--- src/rtl/mem_arbiter_pkg.sv ---
`default_nettype none
// ============================================================================
// Module      : mem_arbiter_pkg
// Description : Shared FSM state encoding and default widths for the
//               fetch/data memory arbiter.
// Revision    : 1.0 - initial release
// ============================================================================
package mem_arbiter_pkg;

    localparam int ARB_ADDR_W  = 32;
    localparam int ARB_DATA_W  = 32;
    localparam int ARB_TIMEOUT = 16;

    typedef logic [2:0] arb_state_t;

    localparam arb_state_t ST_IDLE   = 3'd0;
    localparam arb_state_t ST_DATA   = 3'd1;
    localparam arb_state_t ST_FETCH  = 3'd2;
    localparam arb_state_t ST_DONE_D = 3'd3;
    localparam arb_state_t ST_DONE_F = 3'd4;

    // True while a memory transaction is outstanding
    function automatic logic is_busy(input arb_state_t s);
        return (s == ST_DATA) || (s == ST_FETCH);
    endfunction

endpackage
`default_nettype wire

--- src/rtl/mem_arb_watchdog.sv ---
`default_nettype none
// ============================================================================
// Module      : mem_arb_watchdog
// Description : Counts cycles an outstanding memory transaction has waited
//               for its ack and flags expiry on the TIMEOUT-th such cycle.
// Revision    : 1.0 - initial release
// ============================================================================
module mem_arb_watchdog #(
    parameter int TIMEOUT = 16
) (
    input  logic clk,
    input  logic rst,        // asynchronous, active-low
    input  logic i_clear,    // entering a busy state
    input  logic i_count,    // busy and no ack this cycle
    output logic o_expired
);

    localparam int CNT_W = $clog2(TIMEOUT + 1);

    logic [CNT_W-1:0] count_q;
    logic [CNT_W-1:0] count_d;

    // Next count: clear on transaction start, otherwise count waiting cycles
    always_comb begin
        count_d = count_q;
        if (i_clear) begin
            count_d = '0;
        end else if (i_count) begin
            count_d = count_q + 1'b1;
        end
    end

    // Counter register
    always_ff @(posedge clk or negedge rst) begin
        if (!rst) begin
            count_q <= '0;
        end else begin
            count_q <= count_d;
        end
    end

    // Expiry fires during the cycle whose increment would reach TIMEOUT
    assign o_expired = i_count && (count_q == CNT_W'(TIMEOUT - 1));

endmodule
`default_nettype wire

--- src/rtl/mem_arbiter.sv ---
`default_nettype none
// ============================================================================
// Module      : mem_arbiter
// Description : Shares one single-port memory between an instruction fetch
//               port and a data port. Data wins simultaneous requests;
//               after a data completion fetch is preferred and vice versa.
//               Optional feature macro: MEM_ARB_TIMEOUT_EN (ack watchdog,
//               sticky arb_err).
// Revision    : 1.0 - initial release
// ============================================================================
module mem_arbiter
    import mem_arbiter_pkg::*;
#(
    parameter int ADDR_W  = ARB_ADDR_W,
    parameter int DATA_W  = ARB_DATA_W,
    parameter int TIMEOUT = ARB_TIMEOUT
) (
    input  logic              clk,
    input  logic              rst,
    input  logic              if_req,
    input  logic [ADDR_W-1:0] if_addr,
    output logic [DATA_W-1:0] if_rdata,
    output logic              if_stall,
    input  logic              dm_read,
    input  logic              dm_write,
    input  logic [ADDR_W-1:0] dm_addr,
    input  logic [DATA_W-1:0] dm_wdata,
    output logic [DATA_W-1:0] dm_rdata,
    output logic              dm_stall,
    output logic              mem_req,
    output logic              mem_we,
    output logic [ADDR_W-1:0] mem_addr,
    output logic [DATA_W-1:0] mem_wdata,
    input  logic [DATA_W-1:0] mem_rdata,
    input  logic              mem_ack,
    output logic              arb_err
);

    arb_state_t        state_q,    state_d;
    logic              mem_req_q,  mem_req_d;
    logic              mem_we_q,   mem_we_d;
    logic [ADDR_W-1:0] mem_addr_q, mem_addr_d;
    logic [DATA_W-1:0] mem_wdata_q, mem_wdata_d;
    logic [DATA_W-1:0] if_rdata_q, if_rdata_d;
    logic [DATA_W-1:0] dm_rdata_q, dm_rdata_d;

    logic w_dm_req;
    logic w_go_data;
    logic w_go_fetch;
    logic w_expire;

    assign w_dm_req = dm_read | dm_write;

    // Next-state, transaction launch and read-data capture
    always_comb begin
        state_d     = state_q;
        mem_we_d    = mem_we_q;
        mem_addr_d  = mem_addr_q;
        mem_wdata_d = mem_wdata_q;
        if_rdata_d  = if_rdata_q;
        dm_rdata_d  = dm_rdata_q;
        w_go_data   = 1'b0;
        w_go_fetch  = 1'b0;

        case (state_q)
            ST_IDLE: begin
                if (w_dm_req)    w_go_data  = 1'b1;
                else if (if_req) w_go_fetch = 1'b1;
            end
            ST_DATA: begin
                if (mem_ack) begin
                    state_d = ST_DONE_D;
                    // A store leaves the previous load result in place
                    if (!mem_we_q) dm_rdata_d = mem_rdata;
                end else if (w_expire) begin
                    state_d    = ST_DONE_D;
                    dm_rdata_d = '0;
                end
            end
            ST_FETCH: begin
                if (mem_ack) begin
                    state_d    = ST_DONE_F;
                    if_rdata_d = mem_rdata;
                end else if (w_expire) begin
                    state_d    = ST_DONE_F;
                    if_rdata_d = '0;
                end
            end
            ST_DONE_D: begin
                if (if_req)        w_go_fetch = 1'b1;
                else if (w_dm_req) w_go_data  = 1'b1;
                else               state_d    = ST_IDLE;
            end
            ST_DONE_F: begin
                if (w_dm_req)    w_go_data  = 1'b1;
                else if (if_req) w_go_fetch = 1'b1;
                else             state_d    = ST_IDLE;
            end
            default: state_d = ST_IDLE;
        endcase

        // Latch the request so the memory sees stable signals until ack
        if (w_go_data) begin
            state_d     = ST_DATA;
            mem_addr_d  = dm_addr;
            mem_wdata_d = dm_wdata;
            mem_we_d    = dm_write;
        end else if (w_go_fetch) begin
            state_d     = ST_FETCH;
            mem_addr_d  = if_addr;
            mem_we_d    = 1'b0;
        end

        mem_req_d = is_busy(state_d);
    end

    // State and datapath registers
    always_ff @(posedge clk or negedge rst) begin
        if (!rst) begin
            state_q     <= ST_IDLE;
            mem_req_q   <= 1'b0;
            mem_we_q    <= 1'b0;
            mem_addr_q  <= '0;
            mem_wdata_q <= '0;
            if_rdata_q  <= '0;
            dm_rdata_q  <= '0;
        end else begin
            state_q     <= state_d;
            mem_req_q   <= mem_req_d;
            mem_we_q    <= mem_we_d;
            mem_addr_q  <= mem_addr_d;
            mem_wdata_q <= mem_wdata_d;
            if_rdata_q  <= if_rdata_d;
            dm_rdata_q  <= dm_rdata_d;
        end
    end

`ifdef MEM_ARB_TIMEOUT_EN
    logic arb_err_q, arb_err_d;
    logic w_wd_clear;
    logic w_wd_count;

    assign w_wd_clear = is_busy(state_d) && (state_d != state_q);
    assign w_wd_count = is_busy(state_q) && !mem_ack;

    mem_arb_watchdog #(
        .TIMEOUT   (TIMEOUT)
    ) u_watchdog (
        .clk       (clk),
        .rst       (rst),
        .i_clear   (w_wd_clear),
        .i_count   (w_wd_count),
        .o_expired (w_expire)
    );

    // Error flag stays set once any transaction has timed out
    always_comb begin
        arb_err_d = arb_err_q | w_expire;
    end

    // Sticky error register
    always_ff @(posedge clk or negedge rst) begin
        if (!rst) begin
            arb_err_q <= 1'b0;
        end else begin
            arb_err_q <= arb_err_d;
        end
    end

    assign arb_err = arb_err_q;
`else
    logic unused_timeout;

    assign unused_timeout = (TIMEOUT != 0);
    assign w_expire       = 1'b0;
    assign arb_err        = 1'b0;
`endif

    assign mem_req   = mem_req_q;
    assign mem_we    = mem_we_q;
    assign mem_addr  = mem_addr_q;
    assign mem_wdata = mem_wdata_q;
    assign if_rdata  = if_rdata_q;
    assign dm_rdata  = dm_rdata_q;

    // Stalls release only in the completion state of the matching requester
    assign dm_stall = w_dm_req && (state_q != ST_DONE_D);
    assign if_stall = if_req   && (state_q != ST_DONE_F);

endmodule
`default_nettype wire

--- config.mk ---
export PLATFORM = sky130hd
export DESIGN_NAME = mem_arbiter
export DESIGN_NICKNAME = d
export VERILOG_FILES = /design/src/rtl/mem_arbiter_pkg.sv /design/src/rtl/mem_arb_watchdog.sv /design/src/rtl/mem_arbiter.sv
export SDC_FILE = /design/constraint.sdc
export NUM_CORES = 1
export LEC_CHECK = 0
export CAP_MARGIN = 20
export CORE_ASPECT_RATIO = 1.4
export CORE_MARGIN = 2
export CORE_UTILIZATION = 41
export CTS_CLUSTER_DIAMETER = 120
export CTS_CLUSTER_SIZE = 20
export DETAILED_ROUTE_END_ITERATION = 10
export HOLD_SLACK_MARGIN = 0.05
export PLACE_DENSITY = 0.88
export SLEW_MARGIN = 15
export SYNTH_ARGS = -nofsm -noshare
export SYNTH_HDL_FRONTEND = slang
export SYNTH_SLANG_ARGS = --single-unit
--- constraint.sdc ---
create_clock -name clk -period 2.1 [get_ports clk]
set_clock_uncertainty 0.2 [all_clocks]
set_input_delay 0.21 -clock clk [delete_from_list [all_inputs] [get_ports clk]]
set_output_delay 0.21 -clock clk [all_outputs]
set_load 0.03 [all_outputs]
# ---- Word-level counts from Yosys, hierarchy flattened
# Index checks and enable logic that the tools add are counted.
dict set report totals {
  register_bits 133
  in_bits 134
  output_inout_bits 133
  wordCells 44
}
dict set report classes {
  n_eq_ne 8
  n_mux 19
  bitwise_logic 2
  reduce_logical 8
}
# op count
set op_table {}
lappend op_table {{2-to-1 mux 32 bit} 2}
lappend op_table {{2-to-1 mux 3 bit} 8}
lappend op_table {{one-hot mux 3 bit (5 select lines)} 1}
lappend op_table {{== test 3 x 2 -> 1 bit (second input constant)} 3}
lappend op_table {{== test 3 x 1 -> 1 bit (second input constant)} 2}
lappend op_table {{2-to-1 mux 1 bit} 6}
lappend op_table {{one-hot mux 1 bit (2 select lines)} 2}
lappend op_table {{== test 3 bit (second input constant)} 1}
lappend op_table {{zero test 3 bit} 1}
lappend op_table {{inequality test 3 x 2 -> 1 bit (second input constant)} 1}
lappend op_table {{inequality test 3 bit (second input constant)} 1}
lappend op_table {{AND reduction 3 bit} 1}
lappend op_table {{logical AND 1 bit} 2}
lappend op_table {{AND reduction 2 bit} 1}
lappend op_table {{nonzero test 2 bit} 1}
lappend op_table {{OR reduction 2 bit} 1}
lappend op_table {{logical OR 1 bit} 1}
lappend op_table {{inverter 1 bit} 1}
lappend op_table {{OR 1 bit} 1}

# ---- Logic depth before layout (Yosys ltp)
# Gate-level depths: netlist of the first run.
dict set report depth {
  ltp_word 8
  ltp_mapped 6
}

# ---- Worst setup path before layout of the first run
# No wires, ideal clock.
dict set report synth_timing {
  path_kind {reg2reg}
  from {reg state_q[1]}
  to {reg mem_wdata_q[10] (netlist: mem_wdata[10])}
  setup_time_ps 125
  t_arrival_ps 1548
  t_required_ps 1775
  path_slack_ps 227
  path_stages_with_launch 6
  n_path_buf 2
  synth_period_minus_slack_ps 1873
  cell_sequence {dfrtp_1 buf_6 and4bb_4 o22ai_4 buf_8 mux2_4}
}
dict set report synth_via {
  elab_chain_len 3
}
# element line_no
set synth_lines {}
lappend synth_lines {{start: declaration} mem_arbiter.sv:39} ;# arb_state_t state_q, state_d;
lappend synth_lines {{start signal: assignment} mem_arbiter.sv:128} ;# state_q <= state_d;
lappend synth_lines {{== test 3 bit or zero test 3 bit (tied branches)} mem_arbiter.sv:65} ;# case (state_q)
lappend synth_lines {{OR reduction 2 bit (no line)} -}
lappend synth_lines {{one-hot mux 1 bit (2 select lines) (*)} mem_arbiter.sv:65}
lappend synth_lines {{end signal: assignment} mem_arbiter.sv:132} ;# mem_wdata_q <= mem_wdata_d;
lappend synth_lines {{end: declaration} mem_arbiter.sv:43} ;# logic [DATA_W-1:0] mem_wdata_q, mem_wdata_d;
# Every way passes the cells marked *; elsewhere a longest branch is shown, timed or not.
# A chain may end at the register's enable or synchronous reset.

# ---- Worst setup path after layout of the first run
dict set report layout_timing {
  from {reg state_q[0]}
  to {out dm_stall}
}
dict set report layout_via {
  elab_chain_len 2
}
# element line_no
set layout_lines {}
lappend layout_lines {{inequality test 3 x 2 -> 1 bit} mem_arbiter.sv:187} ;# assign dm_stall = w_dm_req && (state_q != ST_DONE_D);
lappend layout_lines {{logical AND 1 bit} mem_arbiter.sv:187}
lappend layout_lines {{end: declaration} mem_arbiter.sv:29} ;# output logic dm_stall,
# No other way between the ends.

==> impl_metrics.tcl, run 1 <==
set metrics [dict create \
    gp_congestion 0.782 \
    area_growth_pct 62.1 \
    pin_count 267 \
    drive_above_1_share 0.294 \
    dr.pass1.iters 4 \
    synth_seq_cells 133 \
    power_density_mw_per_mm2 1780 \
    clockBufferDepth 2 \
    finalSetupViolations 0 \
    min_period_ns 2.05 \
    tns_ns 0 \
    postSynthNetCount 519 \
    clk_latency_ns 0.40 \
    drtAntennaViolNets 0 \
    routed_wl_mm 16.4 \
    tritoncts "yes" \
    synth_ff_type "dfrtp_1" \
    synth_most_common_cell "dfrtp_1" \
    start_kind "flip-flop" \
    grt_max_degree 54 \
    die_area_mm2 0.0149 \
    synth_cells 385 \
    p_sw_mw 6.55 \
    instances_no_fill 863 \
    final_util 0.671 \
    rows 51 \
    htreeDepth 4 \
    seq_power_share 0.284 \
    die_w_um 104 \
    clock-sinks 133 \
    synthTopCellsByCount "dfrtp_1, mux2_2, o21ai_0" \
    drv_slew 0 \
    synth.avg_cell_area_um2 14.8 \
    stdcell_area_mm2 0.00925 \
    viasPerCell 5.09 \
    antenna_found_initial 0 \
    first_global_vias 4752 \
    synth_top_area_cell "dfrtp_1" \
    path_cells "buf_4 -> and3b_2 -> buf_12 -> nor2_2 -> buf_6" \
    crit_path_end_kind "output port" \
    synth_area_leaders "dfrtp_1, mux2_2, mux2_4, o221a_2, nor2b_1" \
    place_inst 829 \
    synth_cell_types 33 \
    placed_area_mm2 0.00862 \
    avgRoutedWirePerCell_um 18.9 \
    critical-path-top-delay-family "buffers and inverters" \
    dr_total_vias 4393 \
    final.period_utilization 0.975 \
    syn_area_mm2 0.00571 \
    crit_required_ns 1.69 \
    p_int_mw 9.94 \
    first_iter_violations 179 \
    pre_cts_ws_ns -0.0679 \
    swShare 0.397 \
    leakage_nw 3.80 \
    critPathBufInv 3 \
    pwr-share-comb 0.541 \
    grt_overflow_total 0 \
    die_h_um 144 \
    crit_arrival_ns 1.64 \
    synth_edf_count 0 \
    crit_type "flip-flop to output port" \
    cp_max_fo 33 \
    layout_setup_ws_ns 0.0532 \
    root_buffer "clkbuf_16" \
    grtUsageTotal 0.218 \
    seq_area_frac_synth 0.583 \
    yosysWarnings 0 \
    status "complete, no violations" \
    initial_core_util 0.414 \
    coreArea_mm2 0.0138 \
    async_reset_ff_frac 1.00 \
    max-cap-violations 0 \
    yosysTopAreaCellShare 0.583 \
    clkPwrFrac 0.175 \
    fmax_ghz 0.489 \
    n_antenna_cell 0 \
    cp_slowest_cell "dfrtp_2" \
    cp_slowest_stage_delay_ns 0.39 \
    cts_buffers 17 \
    io_buffers 265 \
    finalNetCount 799 \
    ir_drop_v 0.000975 \
    grt_pass1_wl_mm 25.4 \
    hpwl_mm 12.0 \
    clk_pin_slew_ns 0.07 \
    rrSetupSlack_ns 0.17 \
    min_path_type "input port to async pin" \
    drc 0 \
    hold_viol_final 0 \
]
[worst reg2reg max path, stage by stage (launching register included)]
cell and delay [ns]:
dfrtp_2 0.39, buf_4 0.15, nor2_2 0.26, o22ai_4 0.13
buf_12 0.17, buf_4 0.22, o221a_2 0.30
[registers in the layout (all words and copies together) (netlist names)]
| register | count |
|---|---|
| dm_rdata | 32 |
| if_rdata | 32 |
| mem_addr | 32 |
| mem_req | 1 |
| mem_wdata | 32 |
| mem_we | 1 |
| state_q | 3 |
[cells in the final DEF, fill, tap and decap left out, drive strengths merged, types with 2 or more instances in the layout]
cell type,count
nor2b,32
clkinvlp,2
nor2,3
inv,8
nand2,2
mux2,97
o221a,32
dfrtp,133
clkinv,4
o21a,2
clkdlybuf4s50,262
buf,28
clkbuf,18
o21ai,38
nand2b,2
[per-stage QoR]
step | hold WS (ns) | power (mW)
4_1_cts | 0.0996 | 16.6
3_3_place_gp | -0.0227 | 13.3
6_report | 0.0895 | 16.5
3_5_place_dp | -0.0108 | 13.6
5_1_grt | 0.118 | 17.2
2_1_floorplan | -0.286 | 9.97
[routing by layer]
| layer | vias up | global-route usage | part of all wire |
|---|---|---|---|
| met4 | 0 | 0.0768 | 0.023 |
| met1 | 2212 | 0.234 | 0.36 |
| met5 | - | 0 | 0 |
| met3 | 26 | 0.0630 | 0.064 |
| li1 | 1968 | - | - |
| met2 | 187 | 0.411 | 0.55 |
[timing repair]
item / in CTS / in global routing
buffers inserted: 1 / 0
gates cloned: 0 / 0
endpoints found under the setup margin: 1 / 19
hold endpoints to repair: 133 / 0
hold buffers: 1 / 0
resized for setup: 4 / 5
[power by group through the flow]
stage | clock network, mW | registers, mW | logic, mW
floorplan | 0 | 7.10 | 2.86
global route | 3.08 | 4.83 | 9.31
global placement | 0 | 4.62 | 8.65
CTS | 2.96 | 4.68 | 8.96
finish | 2.89 | 4.68 | 8.93
detailed placement | 0 | 4.70 | 8.88
[path summary, 6_finish.rpt]
kind,from,endpoint,cells after the start
max reg2reg,state_q[0],mem_addr[18],6
max in group asynchronous,rst,state_q[1],3
min reg2reg,if_rdata[27],if_rdata[27],1
max,state_q[0],dm_stall,5
min,rst,mem_wdata[13],2
min in group clk,dm_wdata[5],mem_wdata[5],2
[area by class of cell]
class	count	area, um2
well taps	185	231
inverters	1	3.75
multi-input cells	221	2170
fillers	1014	4530
clock inverters	14	143
clock buffers	18	439
flip-flops and latches	133	3330
repair buffers	291	2930
[logic make-up (layout without fill, tap and decap cells)]
| group | count (synthesis) | in the layout | share of synthesized area |
|---|---|---|---|
| flip-flops | 133 | 133 | 0.583 |
| multiplexers | 97 | 97 | 0.210 |
| AO/OA/AOI/OAI | 76 | 76 | 0.106 |
| AND/OR/NAND/NOR | 47 | 47 | 0.0592 |
| buffers and inverters | 31 | 324 | 0.0412 |
| other | 1 | 1 | 0.000657 |
Note: power is estimated with default switching activity, not from simulation.
==> run 2: changes to the inputs <==
--- a/config.mk
+++ b/config.mk
@@ -14,6 +14,7 @@
 export DETAILED_ROUTE_END_ITERATION = 10
 export HOLD_SLACK_MARGIN = 0.05
 export PLACE_DENSITY = 0.88
+export SETUP_SLACK_MARGIN = 0.02
 export SLEW_MARGIN = 15
 export SYNTH_ARGS = -nofsm -noshare
 export SYNTH_HDL_FRONTEND = slang
==> run 2 against run 1 <==
- fmax rose by 1.4%
- count of clock-buffer cells in the layout stayed put
- die area did not move
- first-iteration DRC count unchanged
- cell count unchanged
- via count hardly changed
- combinational power is essentially flat
- setup slack better by 0.028 ns
- flip-flop and latch count is the same
- clock power about the same
- register-to-register slack barely moved
- routed wire length barely moved
- critical path type unchanged
==> impl_metrics.tcl, run 2 (synthesis gave the netlist of run 1 again) <==
set metrics [dict create \
    crit_required_ns 1.69 \
    finalNetCount 799 \
    crit_arrival_ns 1.61 \
    nFillCells 1013 \
    die_area_mm2 0.0149 \
    area_growth_pct 62.2 \
    n_antenna_cell 0 \
    pin_count 267 \
    grt_overflow_total 0 \
    grt_pass1_wl_mm 25.4 \
    drc 0 \
    avgRoutedWirePerCell_um 18.9 \
    max-cap-violations 0 \
    layout_common_cells "clkdlybuf4s50_1, dfrtp_1, mux2_2" \
    htreeDepth 4 \
    coreArea_mm2 0.0138 \
    layout_setup_ws_ns 0.0814 \
    drtAntennaViolNets 0 \
    crit_path_end_kind "output port" \
    first_iter_violations 179 \
    clk_latency_ns 0.40 \
    viasPerCell 5.09 \
    gp_congestion 0.782 \
    antenna_found_initial 0 \
    drv_slew 0 \
    pre_cts_ws_ns -0.0679 \
    final.period_utilization 0.961 \
    grt_max_degree 54 \
    critical-path-top-delay-family "buffers and inverters" \
    drive_above_1_share 0.294 \
    finalSetupViolations 0 \
    grtUsageTotal 0.218 \
    io_buffers 265 \
    start_kind "flip-flop" \
    clk_pin_slew_ns 0.07 \
    tns_ns 0 \
    die_w_um 104 \
    root_buffer "clkbuf_16" \
    min_path_type "input port to async pin" \
    rows 51 \
    clock-sinks 133 \
    hold_viol_final 0 \
    fmax_ghz 0.495 \
    total_power_mw 16.5 \
    dr_total_vias 4389 \
    cp_slowest_stage_delay_ns 0.39 \
    power_density_mw_per_mm2 1780 \
    cp_slowest_cell "dfrtp_2" \
    hpwl_mm 12.0 \
    dr.pass1.iters 4 \
    tritoncts "yes" \
    initial_core_util 0.414 \
    cts_buffers 17 \
    layout_commonest_cell "clkdlybuf4s50_1" \
    routed_wl_mm 16.4 \
    ir_drop_v 0.000975 \
    status "complete, no violations" \
    stdcell_area_mm2 0.00926 \
    cp_max_fo 33 \
    leakage_nw 3.80 \
    critPathBufInv 3 \
    rsz0062_at_grt "no" \
    path_cells "buf_4 -> and3b_2 -> buf_12 -> nor2_4 -> buf_6" \
    die_h_um 144 \
    crit_type "flip-flop to output port" \
    first_global_vias 4752 \
    min_period_ns 2.02 \
    clockBufferDepth 2 \
    placed_area_mm2 0.00862 \
]
==> run 2: cell counts in the layout (fill, tap and decap cells not counted) <==
No cell type changed its count.
==> run 2: layout make-up <==
| type | count | area [um2] | area share |
|---|---|---|---|
| Timing Repair Buffer | 291 | 2930 | 0.317 |
| Tap cell | 185 | 231 | 0.0250 |
| Clock buffer | 18 | 439 | 0.0474 |
| Multi-Input combinational cell | 221 | 2170 | 0.235 |
| Sequential cell | 133 | 3330 | 0.360 |
| Clock inverter | 14 | 143 | 0.0154 |
| Inverter | 1 | 3.75 | 0.000406 |
==> run 2: per-stage QoR <==
| step | instances | utilization | hold WS, ns |
|---|---|---|---|
| after detailed placement | 829 | 0.626 | -0.0108 |
| final | 863 | 0.672 | 0.0895 |
| after global placement | 829 | 0.626 | -0.0227 |
| after floorplan | 385 | - | -0.286 |
| after CTS | 863 | 0.670 | 0.0996 |
| after global routing | 863 | 0.672 | 0.118 |
==> run 2: what timing repair did <==
| item | 4_1_cts | 5_1_grt |
|---|---|---|
| hold buffers | 1 | 0 |
| gates resized for setup | 4 | 6 |
| endpoints found under the hold margin | 133 | 0 |
| setup buffers | 1 | 0 |
| endpoints found under the setup margin | 1 | 34 |
==> run 2: path summary, 6_finish.rpt <==
check                      cells after the start  slack [ns]             to         start
setup / recovery                               5        0.08       dm_stall    state_q[0]
hold / removal                                 2        0.09  mem_wdata[13]           rst
setup reg to reg                               6        0.17   mem_addr[18]    state_q[0]
hold reg to reg                                1        0.30   if_rdata[27]  if_rdata[27]
max in group asynchronous                      3        0.95     state_q[1]           rst
min in group clk                               2        0.21   mem_wdata[5]   dm_wdata[5]
==> run 2: metal layers <==
layer | vias up | global-route usage | part of all wire
met4 | 0 | 0.0768 | 0.023
met2 | 183 | 0.411 | 0.55
met3 | 26 | 0.0630 | 0.063
met1 | 2212 | 0.234 | 0.37
li1 | 1968 | - | -
met5 | - | 0 | 0
==> run 2: where the power goes <==
| part | switching [mW] | internal [mW] | total [mW] | leakage (nW) |
|---|---|---|---|---|
| clock network | 1.19 | 1.70 | 2.89 | 0.282 |
| registers | 0.785 | 3.89 | 4.68 | 1.55 |
| logic | 4.59 | 4.35 | 8.94 | 1.97 |
| total | 6.56 | 9.94 | 16.5 | 3.80 |
